===== src/rtl/key_schedule_ctrl.sv =====
// AES-128 key-schedule controller: steps a single-round expansion datapath and streams round keys 0..10.
// Optional macro KS_STORE_EN adds an 11-entry round-key file with a combinational read port.
package ks_pkg;

    // GF(2^8) multiply by x, reduced by the AES polynomial.
    function automatic logic [7:0] xtime(input logic [7:0] x);
        return x[7] ? ({x[6:0], 1'b0} ^ 8'h1B) : {x[6:0], 1'b0};
    endfunction

    function automatic logic [7:0] gf_mul(input logic [7:0] a, input logic [7:0] b);
        logic [7:0] p;
        logic [7:0] aa;
        p  = 8'h00;
        aa = a;
        for (int i = 0; i < 8; i++) begin
            if (b[i]) begin
                p = p ^ aa;
            end
            aa = xtime(aa);
        end
        return p;
    endfunction

    // S-box computed as multiplicative inverse (x^254) followed by the affine transform.
    function automatic logic [7:0] sbox(input logic [7:0] x);
        logic [7:0] x2, x4, x8, x16, x32, x64, x128, inv;
        x2   = gf_mul(x, x);
        x4   = gf_mul(x2, x2);
        x8   = gf_mul(x4, x4);
        x16  = gf_mul(x8, x8);
        x32  = gf_mul(x16, x16);
        x64  = gf_mul(x32, x32);
        x128 = gf_mul(x64, x64);
        inv  = gf_mul(gf_mul(gf_mul(x2, x4), gf_mul(x8, x16)),
                      gf_mul(gf_mul(x32, x64), x128));
        return inv ^ {inv[6:0], inv[7]} ^ {inv[5:0], inv[7:6]}
                   ^ {inv[4:0], inv[7:5]} ^ {inv[3:0], inv[7:4]} ^ 8'h63;
    endfunction

    function automatic logic [31:0] sub_word(input logic [31:0] w);
        return {sbox(w[31:24]), sbox(w[23:16]), sbox(w[15:8]), sbox(w[7:0])};
    endfunction

endpackage

module ks_expand_step (
    input  logic [127:0] key,
    input  logic [31:0]  rcon_word,
    output logic [127:0] next_key
);
    import ks_pkg::*;

    logic [31:0] w0_s, w1_s, w2_s, w3_s;
    logic [31:0] temp_s, n0_s, n1_s, n2_s, n3_s;

    assign w0_s   = key[127:96];
    assign w1_s   = key[95:64];
    assign w2_s   = key[63:32];
    assign w3_s   = key[31:0];
    assign temp_s = sub_word({w3_s[23:0], w3_s[31:24]}) ^ rcon_word;
    assign n0_s   = w0_s ^ temp_s;
    assign n1_s   = w1_s ^ n0_s;
    assign n2_s   = w2_s ^ n1_s;
    assign n3_s   = w3_s ^ n2_s;
    assign next_key = {n0_s, n1_s, n2_s, n3_s};

endmodule

module key_schedule_ctrl #(
    parameter int         NR        = 10,
    parameter logic [7:0] RCON_INIT = 8'h01
) (
    input  logic         clk,
    input  logic         rst_n,
    input  logic         start,
    input  logic [127:0] key_in,
    output logic         busy,
    output logic         rk_valid,
    input  logic         rk_ready,
    output logic [127:0] round_key,
    output logic [3:0]   rk_idx,
`ifdef KS_STORE_EN
    input  logic [3:0]   rd_addr,
    output logic [127:0] rd_key,
`endif
    output logic         done
);
    import ks_pkg::*;

    localparam logic [3:0] LAST_IDX = 4'(NR);

    typedef enum logic [1:0] {
        IDLE = 2'b00,
        EMIT = 2'b01
    } state_t;

    state_t       state_r;
    logic [7:0]   rcon_r;
    logic [127:0] next_key_s;
    logic         xfer_s;

    ks_expand_step u_step (
        .key       (round_key),
        .rcon_word ({rcon_r, 24'h000000}),
        .next_key  (next_key_s)
    );

    assign xfer_s = rk_valid & rk_ready;
    // done is tied to the accepting cycle itself, so it cannot be delayed by a register.
    assign done   = xfer_s & (rk_idx == LAST_IDX);

    // Control FSM; round_key doubles as the key register feeding the expansion step.
    always_ff @(posedge clk or negedge rst_n) begin
        if (!rst_n) begin
            state_r   <= IDLE;
            busy      <= 1'b0;
            rk_valid  <= 1'b0;
            round_key <= 128'h0;
            rk_idx    <= 4'd0;
            rcon_r    <= RCON_INIT;
        end else begin
            case (state_r)
                IDLE: begin
                    if (start) begin
                        round_key <= key_in;
                        rk_idx    <= 4'd0;
                        rcon_r    <= RCON_INIT;
                        busy      <= 1'b1;
                        rk_valid  <= 1'b1;
                        state_r   <= EMIT;
                    end else begin
                        state_r   <= IDLE;
                    end
                end
                EMIT: begin
                    if (rk_ready) begin
                        if (rk_idx == LAST_IDX) begin
                            busy     <= 1'b0;
                            rk_valid <= 1'b0;
                            state_r  <= IDLE;
                        end else begin
                            round_key <= next_key_s;
                            rk_idx    <= rk_idx + 4'd1;
                            rcon_r    <= xtime(rcon_r);
                            state_r   <= EMIT;
                        end
                    end else begin
                        state_r <= EMIT;
                    end
                end
                default: begin
                    // Unreachable encodings recover to a quiet IDLE.
                    busy     <= 1'b0;
                    rk_valid <= 1'b0;
                    state_r  <= IDLE;
                end
            endcase
        end
    end

`ifdef KS_STORE_EN
    logic [127:0] store_r [0:10];

    // Round-key file, written with each accepted key and kept until overwritten.
    always_ff @(posedge clk or negedge rst_n) begin
        if (!rst_n) begin
            for (int i = 0; i < 11; i++) begin
                store_r[i] <= 128'h0;
            end
        end else begin
            if (xfer_s && (rk_idx <= LAST_IDX)) begin
                store_r[rk_idx] <= round_key;
            end else begin
                store_r <= store_r;
            end
        end
    end

    assign rd_key = (rd_addr <= LAST_IDX) ? store_r[rd_addr] : 128'h0;
`endif

endmodule


===== config.mk =====
export PLATFORM = sky130hd
export DESIGN_NAME = key_schedule_ctrl
export DESIGN_NICKNAME = d
export VERILOG_FILES = /design/src/rtl/key_schedule_ctrl.sv
export SDC_FILE = /design/constraint.sdc
export NUM_CORES = 2
export LEC_CHECK = 0
export CORE_MARGIN = 4
export CORE_UTILIZATION = 55
export CTS_CLUSTER_SIZE = 40
export DETAILED_ROUTE_END_ITERATION = 7
export PLACE_DENSITY = 0.81
export SETUP_SLACK_MARGIN = 0.5
export SLEW_MARGIN = 20
export SYNTH_ARGS = -nofsm -noshare
export SYNTH_HDL_FRONTEND = slang
export SYNTH_SLANG_ARGS = --single-unit

===== constraint.sdc =====
create_clock -name clk -period 19.1 [get_ports clk]
set_input_delay 3.82 -clock clk [delete_from_list [all_inputs] [get_ports clk]]
set_output_delay 3.82 -clock clk [all_outputs]
set_load 0.02 [all_outputs]

# == After elaboration in Yosys (flattened, before gate mapping) ==
# Index checks and enable logic that the tools add are counted.
# word_totals
output_inout_bits,135
regBits,143
in_bits,132
word_cells,1405
# op_classes
eq_ne,6
muxes,717
bitwise,672
addsub,1
reduce_logical,4
# op_table
cell,count
8-bit two-way mux,419
8-bit bitwise XOR,380
5-bit two-way mux,281
4-bit NOT,285
128-bit two-way mux,3
128-bit case mux with 2 select lines,1
32-bit bitwise XOR,5
8-bit case mux with 2 select lines,1
4-bit two-way mux,3
"2-bit inequality test, second input constant",4
4-bit case mux with 2 select lines,1
1-bit two-way mux,5
"4-bit by 1-bit adder with 4-bit output, second input constant",1
"4-bit equality test, second input constant",1
2-bit case mux with 2 select lines,1
4-bit AND reduction,1
3-bit AND reduction,1
1-bit bitwise AND,2
"2-bit by 1-bit equality test with 1-bit output, second input constant",1
2-bit zero test,1
2-bit two-way mux,1
1-bit case mux with 2 select lines,1
2-bit nonzero test,1

# == Longest topological paths before layout ==
# logic_depth
depth_word,155
depth_mapped,69
mapped_depth_nobuf,58

# == Hierarchy ==
# From an unflattened synthesis, not the netlist that was laid out.
# unflattened
cells_unflattened,8644
hier_area_um2,66511.3
# modules_own_cells
module,seq_area_each_um2,cells_each,instances,area_per_inst_um2
ks_expand_step,0.0,8164,1,59564.6
key_schedule_ctrl,3554.7,480,1,6946.7

# == Worst setup path before layout ==
# Ideal clock, no wire load.
# synth_path
path_kind,register to register
from,register round_key[15]
to,register round_key[23]
synth_period_minus_slack_ns,16.960
arrival_ns,16.857
path_stages_with_launch,66
path_slack_ns,2.140
n_path_buf,10
cell_sequence,dfrtp_1 > ha_1 > mux2i_1 > xnor3_1 > xor2_1 > xnor2_2 > ha_1 > xnor2_1 > maj3_1 > mux2i_2 > xnor2_1 > xnor2_2 > clkbuf_1 > ha_1 > nand2_1 > xor2_1 > xnor3_1 > clkinv_1 > [... 30 more ...] > buf_2 > xnor3_1 > xnor2_1 > nor2_1 > xnor3_1 > a21o_1 > and3_1 > or2_0 > clkbuf_1 > nor2b_1 > a32o_1 > a221oi_1 > xnor3_2 > xor2_4 > xor2_2 > xnor2_1 > a311o_1 > a221oi_1
# synth_via
elab_chain_cells,147
word_cells_on_any_way,346
# synth_lines
element,line_no,rtl
from (decl),80,"output logic [127:0] round_key,"
from (signal assigned),125,round_key <= key_in;
from (signal assigned),142,round_key <= next_key_s;
5-bit two-way mux or 8-bit two-way mux (tied branches),"7, 16",
8-bit bitwise XOR,17,p = p ^ aa;
8-bit two-way mux,16,if (b[i]) begin
8-bit bitwise XOR,17,
8-bit two-way mux,16,
8-bit bitwise XOR,17,
8-bit two-way mux,16,
8-bit bitwise XOR,17,
[... 131 more ...],-,
32-bit bitwise XOR (*),60,"assign temp_s = sub_word({w3_s[23:0], w3_s[31:24]}) ^ rcon_word;"
32-bit bitwise XOR (*),61,assign n0_s = w0_s ^ temp_s;
32-bit bitwise XOR (*),62,assign n1_s = w1_s ^ n0_s;
32-bit bitwise XOR (*),63,assign n2_s = w2_s ^ n1_s;
32-bit bitwise XOR (*),64,assign n3_s = w3_s ^ n2_s;
128-bit two-way mux (*),137,if (rk_idx == LAST_IDX) begin
128-bit two-way mux (*),136,if (rk_ready) begin
128-bit case mux with 2 select lines (*),122,case (state_r)
# Mark *: on every way between the ends. The rest lies on a longest branch, timed or not. The select of a mux whose other input is x is not followed.
# A chain may end at the register's enable or synchronous reset.

# == Worst setup path after layout ==
# layout_path
from,register round_key[0]
to,register round_key[11]
# layout_via
elab_chain_cells,147
word_cells_on_any_way,340
# layout_lines
element,line_no
8-bit two-way mux,16
8-bit bitwise XOR,17
8-bit two-way mux,16
8-bit bitwise XOR,17
8-bit two-way mux,16
8-bit bitwise XOR,17
8-bit two-way mux,16
8-bit bitwise XOR,17
[... 131 more ...],-
32-bit bitwise XOR (*),60
32-bit bitwise XOR (*),61
32-bit bitwise XOR (*),62
32-bit bitwise XOR (*),63
32-bit bitwise XOR (*),64
128-bit two-way mux (*),137
128-bit two-way mux (*),136
128-bit case mux with 2 select lines (*),122
# Marked as above.

==> metrics.md <==
| Metric | Value |
|---|---|
| Outcome | finished with violations |
| Failing checks | DRC |
| Register area | 0.00356 sq mm |
| Vias in the first global route | 58700 |
| Hold Crit Class | reg -> reg |
| Top cell type's share of synthesized area | 24.2% |
| Most frequent cells in the layout | xnor2_1, nor2_1, nand2_1 |
| HPWL after detailed placement | 156000 um |
| Crit path DAT | 18.15 ns |
| Wire length on met3 | 24900 um |
| Commonest non-fill, non-tap cell in the layout | xnor2_1 |
| Design area | 0.0690 sq mm |
| Chip width | 347 um |
| Worst-Skew Late Latency | 0.50 ns |
| CTS H-tree lvls | 4 |
| Clock slew at reported path FFs | 0.08 ns |
| Net Count, Synth | 8686 |
| First drt pass iteration count | 8 |
| WL per Instance | 20.7 um |
| Share of flip-flops with an asynchronous set or reset | 100% |
| Worst Setup SP | round_key[0]$_DFFE_PN0P_ |
| Die H | 347 um |
| Cells after synthesis | 8524 |
| Mean post-synth cell area | 7.42 sq um |
| RSZ-0062 raised after global routing | no |
| Crit path launch type | flop |
| Area of the multi-input gates | 0.0574 sq mm |
| YS warnings | 0 |
| Share of cells above drive strength 1 | 8.61% |
| # DRC | 5 |
| Slowest stage delay, CP | 0.62 ns |
| Syn-to-layout area delta | 9.13% |
| Clk buf depth | 2 |
| Largest net degree at the start of global routing | 89 |
| Final worst clock skew | 0.0204 ns |
| Clock sinks | 142 |
| Final cycle utilization of the critical path | 93.1% |
| Hold_sp | rcon_r[1]$_DFFE_PN0P_ |
| Sequential area share after synthesis | 5.62% |
| R2r startpoint | round_key[0]$_DFFE_PN0P_ |
| Synthesized flop and latch total | 142 |
| Cell row count | 124 |
| Critical Path End | round_key[11]$_DFFE_PN0P_ |
| EDFF count, synth | 0 |
| First-pass GRT wire length | 326000 um |
| Die area | 0.120 sq mm |
| Initial antenna violation count | 12 |
| Slew Viols, Final | 0 |
| Unique masters post-synth | 134 |
| Core box area | 0.114 sq mm |
| Drt initial violations | 7217 |
| Post-synthesis cell area | 0.0632 sq mm |
| Initial Util | 55.4% |
| DR vias | 64000 |
| Gr ovfl total | 0 |
| Required time of the critical path | 19.48 ns |
| Top FF cell, synth | dfrtp_1 |
| FMAX | 56.2 MHz |
| Placed insts | 10100 |
| Rel. slew slack | 17.0% |
| Met2 WL | 92100 um |
| CTS Hold Bufs | 0 |
| Tightest Pin Transition | 1.24 ns |
| Final Hold Viols | 0 |
| Overall Global Routing Usage | 32.6% |
| Vias per inst | 6.33 |
| GP Congestion | 0.998 |
| Port-buffer cells | 266 |
| Slowest-stage cell, CP | ha_1 |
| M1 WL | 85300 um |
| Setup TNS | 0 ns |
| Fin cells | 10100 |
| ANT nets after route | 0 |
| Area contributors post-synth | xnor2_1, xnor3_1, nor2_1 |
| Crit Path Category | reg -> reg |
| Number of max-cap violations | 0 |
| Largest area contributor in the netlist | xnor2_1 |
| CTS root buf | clkbuf_16 |
| Fin crit period | 17.78 ns |
| Crit Path Max Fanout | 24 |
| Top Metal Used | met5 |
| CTS tree | built |
| Aggregate routed wire length | 210000 um |
| Ports | 267 |
| CTS Buf Count | 17 |
| Final setup fails | 0 |
| R2r endpoint | round_key[11]$_DFFE_PN0P_ |
| Fillers | 10200 |
| Crit. End Element | flop |
| DP Area | 0.0679 sq mm |
| Flop-to-flop setup slack | 1.32 ns |
| Worst-case reg-to-reg path depth | 55 |
| Post-layout nets | 8744 |
| Hold slack | 0.516 ns |
==> per-layer routing <==
metal | global-route usage, % | up-vias
li1 | - | 29600
met3 | 7.56 | 523
met1 | 44.7 | 30200
met5 | 0 | -
met2 | 50.6 | 3713
met4 | 10.5 | 6
==> through the flow <==
step           utilization (%)  setup slack (ns)
6_report                  60.4              1.32
2_1_floorplan                -              2.14
3_3_place_gp              59.4             0.879
5_1_grt                   60.4             0.456
4_1_cts                   60.0             0.601
3_5_place_dp              59.4             0.692
==> cells by family (layout without fill, tap and decap cells) <==
logic type               Yosys count  count (layout)  synth area share, %
AO/OA/AOI/OAI                   1797            1797                 18.3
XOR/XNOR                        2616            2616                 45.2
adder cells (fa/ha/maj)           36              36                0.688
buffers and inverters            676             747                 4.66
flip-flops                       142             142                 5.62
multiplexers                     261             261                 4.30
other                              0               6                    0
AND/OR/NAND/NOR                 2996            2996                 21.3
==> worst min-delay path by stage <==
stage | cells past startpoint | slack, ns | to
after global routing | 2 | 0.55 | rcon_r[2]$_DFFE_PN0P_
after detailed placement | 2 | 0.51 | rcon_r[7]$_DFFE_PN0P_
after CTS | 2 | 0.52 | rcon_r[2]$_DFFE_PN0P_
final | 2 | 0.52 | rcon_r[2]$_DFFE_PN0P_
after floorplan | 2 | 0.48 | rcon_r[2]$_DFFE_PN0P_
after global placement | 2 | 0.50 | rcon_r[7]$_DFFE_PN0P_
==> critical path: cells and delay by family, from the launching register on <==
| kind | cells | cell delay [ns] |
|---|---|---|
| mux | 1 | 0.36 |
| compound gates | 8 | 1.58 |
| flops | 1 | 0.57 |
| buf+inv | 6 | 1.55 |
| simple gates | 12 | 3.05 |
| fa+ha+maj | 5 | 2.52 |
| xor+xnor | 23 | 7.94 |
==> sequential cells by signal, indices dropped and copies added (netlist names) <==
register and count:
round_key 128, state_r 1, rk_idx 4, rk_valid 1, rcon_r 8
==> cell usage after synthesis, drive strengths merged (19+ instances only) <==
| library cell | instances |
|---|---|
| buf | 227 |
| dfrtp | 141 |
| a221oi | 37 |
| and3 | 67 |
| a22oi | 57 |
| o211ai | 72 |
| ha | 30 |
| nor2 | 1132 |
| nor3b | 19 |
| xor3 | 41 |
| xnor2 | 1840 |
| nor2b | 88 |
| or2 | 36 |
| xor2 | 445 |
| nor4 | 37 |
| nand4 | 35 |
| nand2b | 82 |
| a211o | 29 |
| o21a | 28 |
| a21oi | 492 |
| a211oi | 94 |
| inv | 113 |
| o221ai | 29 |
| mux2 | 36 |
| o31ai | 21 |
| a31oi | 52 |
| o21ai | 467 |
| a21o | 33 |
| xnor3 | 290 |
| o22ai | 144 |
| nand2 | 839 |
| or3 | 58 |
| nor3 | 234 |
| nand3 | 245 |
| clkbuf | 322 |
| a311oi | 38 |
| and2 | 68 |
| mux2i | 224 |
==> layout make-up <==
type	instances	share of cell area, %
well taps	1512	2.74
repair buffers	588	7.37
clock buffers	18	0.622
clock inverters	14	0.219
flip-flops and latches	142	5.16
multi-input cells	7706	83.2
inverters	127	0.691
diodes	6	0.0218
==> what timing repair did <==
action,in CTS,in global routing
setup endpoints to repair,0,119
setup buffers,0,14
resized for setup,0,56
Power is not shown: default switching activity piles up to over one toggle a cycle in this logic, so the estimate is an artifact.
